--- config.mk ---
export PLATFORM = sky130hd
export DESIGN_NAME = clkdiv_multi
export DESIGN_NICKNAME = d
export VERILOG_FILES = /design/src/rtl/clkdiv_pkg.sv /design/src/rtl/clkdiv_chan.sv /design/src/rtl/clkdiv_multi.sv
export SDC_FILE = /design/constraint.sdc
export NUM_CORES = 1
export LEC_CHECK = 0
export BUFFER_PORTS_ARGS = -buffer_cell sky130_fd_sc_hd__buf_2
export CORE_UTILIZATION = 35
export DETAILED_ROUTE_END_ITERATION = 6
export PLACE_DENSITY = 0.56
export SYNTH_ARGS = -nofsm -noshare
export SYNTH_HDL_FRONTEND = slang
export SYNTH_HIERARCHICAL = 1
export SYNTH_SLANG_ARGS = --single-unit
--- constraint.sdc ---
create_clock -name clk -period 5 [get_ports clk]
set_input_delay 1 -clock clk [delete_from_list [all_inputs] [get_ports clk]]
set_output_delay 1 -clock clk [all_outputs]
set_load 0.05 [all_outputs]
--- src/rtl/clkdiv_pkg.sv ---
// Shared constants and types for the multi-channel clock-enable divider.
package clkdiv_pkg;

    // Default width of the free-running counter and of each divide ratio.
    localparam int unsigned CW_DEF = 32;

    // A divide ratio of zero parks a channel: no ticks, phase frozen.
    localparam int unsigned DIV_DISABLED = 0;

    // Minimum width of a channel index able to address nch channels.
    function automatic int unsigned ch_idx_w(input int unsigned nch);
        return (nch <= 32'd1) ? 32'd1 : $clog2(nch);
    endfunction

    // Per-channel state layout at the default counter width.
    typedef struct packed {
        logic [CW_DEF-1:0] cnt;
        logic [CW_DEF-1:0] div;
        logic [CW_DEF-1:0] shadow;
        logic              pending;
        logic              phase;
    } chan_state_t;

endpackage

--- src/rtl/clkdiv_chan.sv ---
// One programmable divider channel: counter, shadowed retune, tick and phase.
module clkdiv_chan
    import clkdiv_pkg::*;
#(
    parameter int unsigned    CW      = CW_DEF,
    parameter logic [CW-1:0]  RST_DIV = {CW{1'b0}}
) (
    input  logic          clk,
    input  logic          rst,
    input  logic          sync_clr_i,
    input  logic          wr_en_i,
    input  logic [CW-1:0] wr_div_i,
    output logic          tick_o,
    output logic          phase_o,
    output logic          pending_o
);

    // Same layout as chan_state_t, sized to this instance's counter width.
    typedef struct packed {
        logic [CW-1:0] cnt;
        logic [CW-1:0] div;
        logic [CW-1:0] shadow;
        logic          pending;
        logic          phase;
    } chan_st_t;

    localparam logic [CW-1:0] ZERO_C = {CW{1'b0}};
    localparam logic [CW-1:0] ONE_C  = CW'(1'b1);
    localparam logic [CW-1:0] DIS_C  = CW'(DIV_DISABLED);

    chan_st_t st_q;
    chan_st_t st_d;
    logic     tick_q;
    logic     tick_d;
    logic     running_s;
    logic     tc_s;

    // Terminal count only exists for an enabled channel, so div-1 never underflows.
    always_comb begin
        running_s = (st_q.div != DIS_C);
        if (running_s) begin
            tc_s = (st_q.cnt == (st_q.div - ONE_C));
        end else begin
            tc_s = 1'b0;
        end
    end

    // Next-state: sync clear wins, then counting, then a config write on top.
    always_comb begin
        st_d   = st_q;
        tick_d = 1'b0;
        if (sync_clr_i) begin
            st_d.cnt   = ZERO_C;
            st_d.phase = 1'b0;
            if (st_q.pending) begin
                st_d.div     = st_q.shadow;
                st_d.pending = 1'b0;
            end else begin
                st_d.div = st_q.div;
            end
        end else begin
            if (!running_s) begin
                st_d.cnt = ZERO_C;
            end else if (tc_s) begin
                st_d.cnt   = ZERO_C;
                st_d.phase = ~st_q.phase;
                tick_d     = 1'b1;
                if (st_q.pending) begin
                    // Retune lands exactly on a period boundary.
                    st_d.div     = st_q.shadow;
                    st_d.pending = 1'b0;
                end else begin
                    st_d.div = st_q.div;
                end
            end else begin
                st_d.cnt = st_q.cnt + ONE_C;
            end

            if (wr_en_i) begin
                if (!running_s || (wr_div_i == DIS_C)) begin
                    // Idle channel or disable request: no period to protect.
                    st_d.div     = wr_div_i;
                    st_d.cnt     = ZERO_C;
                    st_d.pending = 1'b0;
                    if (wr_div_i == DIS_C) begin
                        st_d.phase = 1'b0;
                        tick_d     = 1'b0;
                    end else begin
                        st_d.phase = st_q.phase;
                    end
                end else begin
                    // Running channel: park the ratio until the next terminal count.
                    st_d.shadow  = wr_div_i;
                    st_d.pending = 1'b1;
                end
            end else begin
                st_d.shadow = st_q.shadow;
            end
        end
    end

    // Channel state and tick registers; async reset drops any parked shadow.
    always_ff @(posedge clk or posedge rst) begin
        if (rst) begin
            st_q.cnt     <= ZERO_C;
            st_q.div     <= RST_DIV;
            st_q.shadow  <= ZERO_C;
            st_q.pending <= 1'b0;
            st_q.phase   <= 1'b0;
            tick_q       <= 1'b0;
        end else begin
            st_q   <= st_d;
            tick_q <= tick_d;
        end
    end

    assign tick_o    = tick_q;
    assign phase_o   = st_q.phase;
    assign pending_o = st_q.pending;

endmodule

--- src/rtl/clkdiv_multi.sv ---
// Free-running counter plus NCH programmable clock-enable divider channels.
module clkdiv_multi
    import clkdiv_pkg::*;
#(
    parameter int unsigned   NCH     = 4,
    parameter int unsigned   CW      = CW_DEF,
    parameter int unsigned   CHW     = 2,
    parameter logic [CW-1:0] RST_DIV = {CW{1'b0}}
) (
    input  logic           clk,
    input  logic           rst,
    input  logic           sync_clr_i,
    input  logic           cfg_valid_i,
    output logic           cfg_ready_o,
    input  logic [CHW-1:0] cfg_ch_i,
    input  logic [CW-1:0]  cfg_div_i,
    output logic [CW-1:0]  free_cnt_o,
    output logic [NCH-1:0] tick_o,
    output logic [NCH-1:0] phase_o
);

    // Every encodable channel index gets a pending bit; unused ones read 0.
    localparam int unsigned NSEL = 1 << CHW;

    logic [CW-1:0]   free_cnt_q;
    logic [CW-1:0]   free_cnt_d;
    logic [NCH-1:0]  pend_s;
    logic [NSEL-1:0] pend_pad_s;
    logic [NCH-1:0]  wr_en_s;
    logic            cfg_ready_s;
    logic            xfer_s;

    // Free counter wraps naturally at 2**CW; only sync clear pulls it back.
    always_comb begin
        if (sync_clr_i) begin
            free_cnt_d = {CW{1'b0}};
        end else begin
            free_cnt_d = free_cnt_q + CW'(1'b1);
        end
    end

    // Free-running counter register.
    always_ff @(posedge clk or posedge rst) begin
        if (rst) begin
            free_cnt_q <= {CW{1'b0}};
        end else begin
            free_cnt_q <= free_cnt_d;
        end
    end

    // Ready mux: blocked by a parked retune on the target, or by sync clear.
    always_comb begin
        pend_pad_s  = NSEL'(pend_s);
        cfg_ready_s = ~sync_clr_i & ~pend_pad_s[cfg_ch_i];
        xfer_s      = cfg_valid_i & cfg_ready_s;
    end

    genvar c;
    generate
        for (c = 0; c < NCH; c++) begin : g_chan
            assign wr_en_s[c] = xfer_s & (cfg_ch_i == CHW'(c));

            clkdiv_chan #(
                .CW      (CW),
                .RST_DIV (RST_DIV)
            ) u_chan (
                .clk        (clk),
                .rst        (rst),
                .sync_clr_i (sync_clr_i),
                .wr_en_i    (wr_en_s[c]),
                .wr_div_i   (cfg_div_i),
                .tick_o     (tick_o[c]),
                .phase_o    (phase_o[c]),
                .pending_o  (pend_s[c])
            );
        end
    endgenerate

    assign cfg_ready_o = cfg_ready_s;
    assign free_cnt_o  = free_cnt_q;

endmodule

Yosys cells after proc, flatten, opt, wreduce, memory -nomap -nowiden
Cells that the tools add are included.
- memory bits (read-only): 0
- word-level logic and storage cells: 180
- bits in latches: 0
- memories kept: 0
- output and inout bits: 41
- input port bits: 38
- RAM bits: 0
- flip-flop bits (word level): 428
- reductions and logical operators: 30
- divide/modulo/power cells: 0
- bitwise operators: 16
- add/sub/neg operators: 9
- multiplexer cells: 88
- magnitude comparators: 1
- multiply operators: 0
- equality and inequality tests: 11
- shifts and indexed selects: 0
- operators with widths (cell ; count):
    $mux W64 ; 12
    $mux W32 ; 21
    $add A32 B1 Y32 const B ; 5
    $eq A32 B32 Y1 ; 4
    $reduce_bool A32 Y1 ; 4
    $sub A32 B1 Y32 const B ; 4
    $mux W1 ; 38
    $logic_not A32 Y1 ; 1
    $mux W2 ; 16
    $reduce_bool A3 Y1 ; 8
    $ne A4 B4 Y1 const B ; 4
    $reduce_and A3 Y1 ; 4
    $not A1 Y1 ; 10
    $reduce_and A2 Y1 ; 4
    $and A1 B1 Y1 ; 6
    $eq A2 B2 Y1 const B ; 2
    $logic_not A1 Y1 ; 4
    $logic_or A1 B1 Y1 ; 4
    $lt A2 B3 Y1 const B ; 1
    $bmux W1 S2 ; 1
    $eq A2 B1 Y1 const B ; 1
    $logic_not A2 Y1 ; 1

Logic depth before layout (Yosys ltp)
- depth in word-level cells: 9
- gate-level depth with buffers: 14
- depth with buffers taken out: 10

By module
Netlist, hierarchy kept.
- by module, submodules not included (module ; sequential area each (µm²) ; cells an instance ; instances ; area an instance (µm²)):
    clkdiv_chan (g_chan[2].u_chan ...) ; 2477.4 ; 742 ; 2 ; 6842.8
    clkdiv_chan (g_chan[0].u_chan ...) ; 2477.4 ; 699 ; 2 ; 6697.7
    clkdiv_multi ; 800.8 ; 187 ; 1 ; 1775.5

Worst setup path after synthesis
OpenSTA, ideal clock, no wires.
- kind: input -> register
- from: in sync_clr_i
- to: reg g_chan[0].u_chan/st_q[10] (netlist name)
- path slack: 1.549 ns
- arrival time: 3.326 ns
- cell stages on the path: 6
- data required time: 4.875 ns
- cell sequence: buf_6 or3b_2 nor3_1 nor4b_1 clkbuf_1 mux2_2
- word-level cells in the longest chain between the ends: 5
- RTL lines (element ; line ; text):
    start: declaration ; clkdiv_multi.sv:12 ; input logic sync_clr_i,
    $not A1 Y1 (no source line) ; - ;
    $and A1 B1 Y1 ; clkdiv_multi.sv:54 ; cfg_ready_s = ~sync_clr_i & ~pend_pad_s[cfg_ch_i];
    $and A1 B1 Y1 ; clkdiv_multi.sv:55 ; xfer_s = cfg_valid_i & cfg_ready_s;
    $and A1 B1 Y1 ; clkdiv_multi.sv:61 ; assign wr_en_s[c] = xfer_s & (cfg_ch_i == CHW'(c));
    via wr_en_s[0] ; clkdiv_multi.sv:29 ; logic [NCH-1:0] wr_en_s;
    $reduce_and A3 Y1 (no source line) ; - ;
    end signal: assignment ; clkdiv_chan.sv:112 ; st_q <= st_d;
    end: declaration ; clkdiv_chan.sv:31 ; chan_st_t st_q;
The timed path passes the listed nets, and every way through them passes these cells.
A chain may end at the register's enable or synchronous reset.

==> flow_metrics.tcl <==
set metrics [dict create \
    grtUsageMet2_pct 31.4 \
    drtPass1Iterations 6 \
    ctsHoldBuffers 0 \
    startpoint "g_chan[1].u_chan/st_q[34]" \
    via_count 24000 \
    numCtsBuffers 52 \
    syn_inst 3069 \
    fp.dieW_um 289 \
    skew_ps 49.5 \
    async_flop_share_pct 100 \
    path_buf_inv 1 \
    end_kind "flip-flop" \
    clockRootBuffer "clkbuf_16" \
    cts_max_path_buffers 3 \
    instances_no_fill 4118 \
    synth_top_area_share_pct 37.1 \
    hold_slack_ps 502 \
    antenna_left 0 \
    synth_area_leaders "dfrtp_1 (37%), mux2_2 (7.3%), mux2i_1 (4.7%), xnor2_1 (4.4%), xor2_1 (3.9%)" \
    ys_seq_elements 428 \
    critPathTopFamily "simple AND/OR/NAND/NOR gates" \
    fmax_ghz 0.234 \
    clkPwrFrac_pct 22.1 \
    row_count 104 \
    grt_use_met3_pct 3.39 \
    core-area_um2 81100 \
    synth-edff-count 0 \
    timing_hold_violations_final 0 \
    clock_latency_ps 640 \
    io_pins 79 \
    grt_max_degree 138 \
    drv_cap 0 \
    path_cells "inv_1, ha_1, nor3b_2, nand4_1, o41a_1, nor4_1, and4_2, mux2i_1, o211ai_1" \
    antenna_found_initial 3 \
    antennaDiodeCount 0 \
    syn_area_per_cell_um2 9.40 \
    slew_headroom_pct 20.8 \
    busiest_layer "met2" \
    nNetsFinal 3067 \
    worst_slew_pin_slew_ps 1180 \
    die_area_um2 83600 \
    yosysUniqueCellTypes 79 \
    dp_hpwl_um 55200 \
    die_height_um 289 \
    hold_start "g_chan[3].u_chan/st_q[24]" \
    clk_pin_slew_worst_paths_ps 60 \
    synth_commonest_cells "dfrtp_1 (428), nor2_1 (243), clkbuf_1 (187), mux2_2 (186), xnor2_1 (146)" \
    dpl-instance-area_um2 30000 \
    status "finished clean" \
    switching_share_pct 43.8 \
    max_stage_delay_ps 1080 \
    power_switching_mw 7.84 \
    arrival_ps 4710 \
    final_core_util_pct 39.2 \
    yosysWarnings 6 \
    post-synth-top-count-cell "dfrtp_1" \
    yosys.area.top_type "dfrtp_1" \
    syn_area_um2 28900 \
    ys.flop_type "dfrtp_1" \
    grt_pass1_wl_um 135000 \
    hold_path_class "reg -> reg" \
    ys_seq_area_share_pct 37.1 \
    drc_errors 0 \
    fin_crit_ps 4270 \
    syn2layout_area_growth_pct 10.0 \
    finalSetupViolCount 0 \
    ir_drop_mv 0.526 \
    grt_pass1_vias 22900 \
    routedWlPerCell_um 20.6 \
    htreeDepth 2 \
    routed_via_density 5.83 \
    drive_above_1_share_pct 15.7 \
    grt.overflow.total 0 \
    cts_tree "yes" \
    dp_cells 4022 \
    power_frac_comb_pct 47.2 \
    r2r-start "g_chan[1].u_chan/st_q[34]" \
    leakage_nw 12.1 \
    cp_max_fo 34 \
    rsz0062_at_grt "no" \
    cts_resized 0 \
    clock_sinks 428 \
    postCtsSetupBuffers 0 \
    p_seq_share_pct 30.7 \
    startpoint_type "flip-flop" \
    wl_um 84600 \
    final_area_um2 31700 \
    drt_iter0_drc 1806 \
    setup-tns-final_ps 0 \
    worstPathRequired_ps 5440 \
    gr-usage-met1_pct 28.4 \
    port_buffers 78 \
    place_congestion 0.908 \
    cp_slowest_cell "and4_2" \
    start_util_pct 35.6 \
    p_int_mw 10.1 \
    syn_nets 3120 \
    power_density_nw_per_um2 564 \
    maxSlewViolCount 0 \
    fin_crit_sh_pct 85.4 \
    track_usage_pct 20.0 \
    crit_type "reg -> reg" \
]
[final timing paths]
check                                                  to  slack [ps]  depth (start not counted)
max in group asynchronous       g_chan[3].u_chan/st_q[90]        3240                          3
worst min register to register  g_chan[3].u_chan/st_q[24]         500                          1
worst min-delay path            g_chan[3].u_chan/st_q[24]         500                          1
min in group asynchronous       g_chan[1].u_chan/st_q[60]         580                          2
worst max-delay path            g_chan[1].u_chan/st_q[39]         730                          9
worst max register to register  g_chan[1].u_chan/st_q[39]         730                          9
[routing by layer]
layer	wire (um)	up-vias
li1	-	11400
met2	38600	546
met4	1860	0
met5	0	-
met3	4480	116
met1	39800	11900
[power by group through the flow]
| stage | Combinational, mW | Clock, mW | Sequential [mW] |
|---|---|---|---|
| after floorplan | 6.83 | 0 | 4.86 |
| after global placement | 8.30 | 0 | 5.54 |
| after detailed placement | 8.29 | 0 | 5.55 |
| after CTS | 8.33 | 4.07 | 5.49 |
| after global routing | 9.27 | 4.19 | 5.64 |
| final | 8.44 | 3.96 | 5.50 |
[through the flow]
step           setup WS [ps]  total power [mW]
4_1_cts                  792              17.9
6_report                 729              17.9
2_1_floorplan           1410              11.7
3_3_place_gp             831              13.8
3_5_place_dp             833              13.8
5_1_grt                  374              19.1
[cell families after synthesis]
family                   count (synthesis)  synth area share (%)
AND/OR/NAND/NOR                       1316                  27.0
XOR/XNOR                               275                  8.35
buffers and inverters                  278                  4.35
AO/OA/AOI/OAI                          436                  10.6
flip-flops                             428                  37.1
adder cells (fa/ha/maj)                 13                 0.564
multiplexers                           323                  12.1
[cells in the final DEF (no fill, tap or decap), types with 42 or more instances in the layout]
cell type / count
clkbuf_16: 52
o211ai_1: 142
buf_4: 42
nand3_1: 135
mux2_2: 186
xnor2_1: 146
mux2i_1: 136
nor3b_1: 130
nand2_1: 126
a21oi_1: 117
dfrtp_1: 426
nand4_1: 138
nor2_1: 241
buf_2: 77
nand3b_1: 75
xor2_1: 129
nor4_1: 89
nor3_1: 118
[final cells by class]
type | count | area (um2)
Fill cell | 8067 | 49300
Multi-Input combinational cell | 2363 | 16900
Clock buffer | 69 | 1470
Clock inverter | 27 | 320
Inverter | 47 | 186
Sequential cell | 428 | 10700
Timing Repair Buffer | 124 | 796
Tap cell | 1060 | 1330
[registers in the layout, indices dropped and copies added, names as in the netlist]
register                 cells
g_chan.u_chan/st_q         384
g_chan.u_chan/pending_o      4
g_chan.u_chan/phase_o        4
g_chan.u_chan/tick_o         4
free_cnt_o                  32
No activity file was read; power rests on OpenSTA's default activity.
